### src/rtl/led32x32_frame_loader.sv
// led32x32_frame_loader
// Receives a 128-byte frame (32 rows x 4 bytes, MSB-first) on a byte stream
// and writes it to a BRAM frame slot one 32-bit row at a time. The stream is
// stalled while the downstream row streamer is reading the slot being loaded.
// A frame is committed only when exactly 128 bytes arrive and s_last marks
// the final byte. Any other termination raises err. Rows that were already
// written stay in BRAM, but they are not committed.
module led32x32_frame_loader #(
  parameter int unsigned FRAME_SEL_WIDTH = 3
) (
  input  logic                       clk,
  input  logic                       rst,
  input  logic                       start,
  input  logic [FRAME_SEL_WIDTH-1:0] frame_sel,
  input  logic                       s_valid,
  input  logic [7:0]                 s_data,
  input  logic                       s_last,
  output logic                       s_ready,
  input  logic                       disp_busy,
  input  logic [FRAME_SEL_WIDTH-1:0] disp_frame_sel,
  output logic                       bram_wr_en,
  output logic [FRAME_SEL_WIDTH+4:0] bram_wr_addr,
  output logic [31:0]                bram_wr_data,
  output logic                       busy,
  output logic                       done,
  output logic                       err,
  output logic [FRAME_SEL_WIDTH-1:0] committed_frame,
  output logic                       frame_valid
);

  typedef enum logic {
    S_IDLE = 1'b0,
    S_LOAD = 1'b1
  } state_t;

  state_t                     state;
  state_t                     state_next;

  logic [FRAME_SEL_WIDTH-1:0] cur_frame;
  logic [6:0]                 byte_cnt;
  logic [23:0]                holding;

  // Decoded control for the current cycle.
  logic                       stall;
  logic                       start_load;
  logic                       accept;
  logic                       final_byte;
  logic                       finish_ok;
  logic                       finish_err;
  logic                       row_write;

  // The slot being loaded is locked while the display is reading that slot.
  always_comb begin
    stall = disp_busy && (disp_frame_sel == cur_frame);
  end

  // State register.
  always_ff @(posedge clk) begin
    if (rst) begin
      state <= S_IDLE;
    end else begin
      state <= state_next;
    end
  end

  // Next-state logic, stream handshake and decode of the terminating byte.
  always_comb begin
    state_next = state;
    s_ready    = 1'b0;
    start_load = 1'b0;
    accept     = 1'b0;
    final_byte = 1'b0;
    finish_ok  = 1'b0;
    finish_err = 1'b0;
    row_write  = 1'b0;
    case (state)
      S_IDLE: begin
        if (start) begin
          start_load = 1'b1;
          state_next = S_LOAD;
        end
      end
      S_LOAD: begin
        s_ready = !stall;
        accept  = s_valid && !stall;
        if (accept) begin
          final_byte = (byte_cnt == 7'd127);
          // A frame ends either on s_last or on byte 127. Only both together
          // form a good frame. The row that an erroring byte would complete
          // is dropped.
          if (s_last || final_byte) begin
            state_next = S_IDLE;
            if (s_last && final_byte) begin
              finish_ok = 1'b1;
            end else begin
              finish_err = 1'b1;
            end
          end
          row_write = (byte_cnt[1:0] == 2'b11) && !finish_err;
        end
      end
      default: begin
        state_next = S_IDLE;
      end
    endcase
  end

  // Byte counter, holding shift register and target slot for the active load.
  always_ff @(posedge clk) begin
    if (rst) begin
      cur_frame <= '0;
      byte_cnt  <= '0;
      holding   <= '0;
    end else begin
      if (start_load) begin
        cur_frame <= frame_sel;
        byte_cnt  <= '0;
      end
      if (accept) begin
        holding  <= {holding[15:0], s_data};
        byte_cnt <= byte_cnt + 7'd1;
      end
    end
  end

  // BRAM row write port: the strobe is a single cycle, and addr/data are held
  // between writes.
  always_ff @(posedge clk) begin
    if (rst) begin
      bram_wr_en   <= 1'b0;
      bram_wr_addr <= '0;
      bram_wr_data <= '0;
    end else begin
      bram_wr_en <= row_write;
      if (row_write) begin
        bram_wr_addr <= {cur_frame, byte_cnt[6:2]};
        bram_wr_data <= {holding, s_data};
      end
    end
  end

  // Status: busy spans the load, done and err are single-cycle pulses, and
  // the commit is updated only by a good frame.
  always_ff @(posedge clk) begin
    if (rst) begin
      busy            <= 1'b0;
      done            <= 1'b0;
      err             <= 1'b0;
      committed_frame <= '0;
      frame_valid     <= 1'b0;
    end else begin
      done <= finish_ok;
      err  <= finish_err;
      if (start_load) begin
        busy <= 1'b1;
      end else if (finish_ok || finish_err) begin
        busy <= 1'b0;
      end
      if (finish_ok) begin
        committed_frame <= cur_frame;
        frame_valid     <= 1'b1;
      end
    end
  end

endmodule

### config.mk
export PLATFORM = sky130hd
export DESIGN_NAME = led32x32_frame_loader
export DESIGN_NICKNAME = d
export VERILOG_FILES = /design/src/rtl/led32x32_frame_loader.sv
export SDC_FILE = /design/constraint.sdc
export NUM_CORES = 1
export LEC_CHECK = 0
export BUFFER_PORTS_ARGS = -buffer_cell sky130_fd_sc_hd__buf_2
export CAP_MARGIN = 20
export CORE_MARGIN = 4
export CORE_UTILIZATION = 45
export DETAILED_ROUTE_END_ITERATION = 12
export PLACE_DENSITY_LB_ADDON = 0.25
export SLEW_MARGIN = 20
export SYNTH_ARGS = -nofsm -noshare
export SYNTH_HDL_FRONTEND = slang
export SYNTH_SLANG_ARGS = --single-unit
### constraint.sdc
create_clock -name clk -period 2.3 [get_ports clk]
set_input_delay 0.23 -clock clk [delete_from_list [all_inputs] [get_ports clk]]
set_output_delay 0.23 -clock clk [all_outputs]
set_load 0.01 [all_outputs]
==> metrics.cfg <==
[sta]
rsz0062_at_grt = no
drv_slew = 0
fmax_ghz = 0.472
skew_ns = 0.0125
worst_pin_slew_ns = 0.670
fin_ws_ns = 0.182
finalHoldViolations = 0
min_period_ns = 2.12
slew_headroom_pct = 55.3
setup_violations = 0
setup_tns_ns = 0
min_period_over_period_pct = 92.1

[floorplanning]
core_area_um2 = 7370
io_pins = 69
die_w_um = 95.6
num_rows = 31
die-area_um2 = 9130
start_util_pct = 46.8
die_h_um = 95.6

[placement]
dpl.hpwl_um = 4850
io_buffers = 68
place_ws_ns = 0.0721
placed_cell_area_um2 = 3900
place_inst = 526
gp_congestion = 0.802

[layout]
fin_util_pct = 56.7
stdcell_count = 543
seqCellArea_um2 = 1660
final_nets = 463
drive_gt1_share_pct = 23.0
multi_input_area_um2 = 1670
area_delta_synth_final_pct = 21.1
most-common-layout-cells = nand2b_1 (83), dfxtp_1 (83), buf_2 (68)
nFillCells = 678
antenna_cells = 0
fin_area_um2 = 4180

[logic_synthesis]
synth_warnings = 0
synth_seq_cells = 83
syn-num-nets = 397
synth_edf_count = 0
ys_seq_area_share_pct = 48.2
synth_cell_types = 30
syn_inst = 374
async_flop_share_pct = 0
synth_top_flop_cell = dfxtp_1
syn_area_per_cell_um2 = 9.22
synthesis.area_um2 = 3450

[setup_path]
critPathSlowestCell = dfxtp_1
path_max_fanout = 16
crit_family = simple AND/OR/NAND/NOR gates
required_ns = 2.58
max_stage_delay_ns = 0.42
critPathBufInv = 2
path_class = reg -> reg
cp-start-kind = flip-flop
crit_path_frequent_cell = buf_12
crit_arrival_ns = 2.39
end_kind = flip-flop
cp_cell_sequence = ha_4, nand3_1, nor2_2, nand2_1, ha_1, nor3b_4, buf_12, buf_12, mux2i_1

[grt]
first_global_vias = 2472
track_usage_pct = 16.2
grt_overflow_total = 0
grt_max_degree = 49
antenna_found_initial = 0
grt_pass1_wl_um = 11600

[power_and_ir_drop]
power_frac_clock_pct = 41.1
peakVddDrop_v = 0.000324
p_leak_uw = 0.00162
p_seq_share_pct = 53.2
p_per_area_nw_per_um2 = 658
internal-power_uw = 2130
switching_share_pct = 22.7
power_frac_comb_pct = 5.6
switching_power_uw = 623

[clock_network]
clkTransAtPathRegs_ns = 0.08
cts_root_buffer = clkbuf_8
clk_latency_ns = 0.35
clkSinkCount = 83
cts_hold_buf = 0
cts.path.max_buffers = 2
h-tree-depth = 3
cts_tree = yes
cts_buffers = 9

[drt]
drtAntennaViolNets = 0
dr_total_vias = 2660
remaining_drc_errors = 0
wl_um = 7070
first_pass_iters = 4
vias_per_cell = 4.90
routedWlPerCell_um = 13.0
drt_iter0_drc = 134

[status]
outcome = finished clean

[run]
drv_cap = 0

[worst_hold_path]
hold_class = in -> reg

-- state kept, by name, summed over array words and instances (netlist names) --
name / flops
busy: 1
bram_wr_data: 32
byte_cnt: 7
holding: 24
state: 1
committed_frame: 3
bram_wr_addr: 8
cur_frame: 3
bram_wr_en: 1
err: 1
done: 1
frame_valid: 1
-- cell type report --
class / instances / share of cell area, %
Timing Repair Buffer: 81 / 11.8
Clock inverter: 6 / 2.16
Multi-Input combinational cell: 262 / 40.1
Clock buffer: 9 / 2.97
Sequential cell: 83 / 39.8
Tap cell: 99 / 2.97
Inverter: 3 / 0.270
-- synth_stat cells, drive strengths merged, types with 2 or more instances --
| master | instances | area (µm²) |
|---|---|---|
| a21oi | 31 | 155 |
| a41oi | 2 | 17.5 |
| buf | 6 | 57.6 |
| clkbuf | 20 | 75.1 |
| dfxtp | 83 | 1660 |
| ha | 3 | 37.5 |
| inv | 3 | 11.3 |
| mux2i | 43 | 430 |
| nand2 | 61 | 229 |
| nand2b | 83 | 519 |
| nand3 | 5 | 25.0 |
| nand3b | 3 | 22.5 |
| nor2 | 10 | 37.5 |
| nor3b | 3 | 27.5 |
| o21ai | 3 | 15.0 |
| o41ai | 2 | 17.5 |
| xnor2 | 3 | 26.3 |
-- per-stage QoR --
step                hold slack (ns)  total power [µW]
floorplan                     0.366              1600
global placement              0.445              1650
detailed placement            0.450              1650
CTS                           0.103              2780
global route                  0.114              2860
finish                        0.114              2750
-- timing repair --
item / CTS / global route
endpoints found under the setup margin: 0 / 40
resized for setup: 0 / 3
buffers inserted: 0 / 1
-- power groups by stage --
stage	combinational [µW]	clock (µW)	sequential [µW]
after floorplan	103	0	1490
after global routing	173	1220	1470
after global placement	153	0	1500
after detailed placement	154	0	1500
after CTS	155	1160	1460
final	155	1130	1460
-- cells by family (layout without fill, tap and decap cells) --
logic type,count (synthesis),in the layout,share of synthesized area [%]
AND/OR/NAND/NOR,170,170,26.0
flip-flops,83,83,48.2
multiplexers,44,44,12.9
AO/OA/AOI/OAI,42,42,6.89
buffers and inverters,29,99,4.17
adder cells (fa/ha/maj),3,3,1.09
XOR/XNOR,3,3,0.762
-- worst register-to-register path: stages (launching register included) --
cell and delay, ns:
dfxtp_1 0.42, ha_4 0.19, nand3_1 0.13, nor2_2 0.17
nand2_1 0.09, ha_1 0.34, nor3b_4 0.23, buf_12 0.15
buf_12 0.16, mux2i_1 0.20
-- per-layer routing --
metal  routed length, µm  vias to the layer above  share of wire, %  track usage, %
met2                3220                       67                46            24.9
met4                 118                        0               1.7            7.11
met1                3310                     1225                47            21.1
met5                   0                        -                 0               0
li1                    -                     1358                 -               -
met3                 420                       10               5.9            4.58
-- path summary, 6_finish.rpt --
| kind | start | slack, ns | endpoint | cells past startpoint |
|---|---|---|---|---|
| worst max-delay path | byte_cnt[0]$_SDFFE_PP0P_ | 0.18 | bram_wr_data[23]$_SDFFE_PP0P_ | 9 |
| worst min-delay path | frame_sel[2] | 0.11 | cur_frame[2]$_SDFFE_PP0P_ | 3 |
| worst max register to register | byte_cnt[0]$_SDFFE_PP0P_ | 0.18 | bram_wr_data[23]$_SDFFE_PP0P_ | 9 |
| worst min register to register | holding[23]$_SDFFE_PP0P_ | 0.46 | holding[23]$_SDFFE_PP0P_ | 2 |
(Power assumes the default switching activity.)
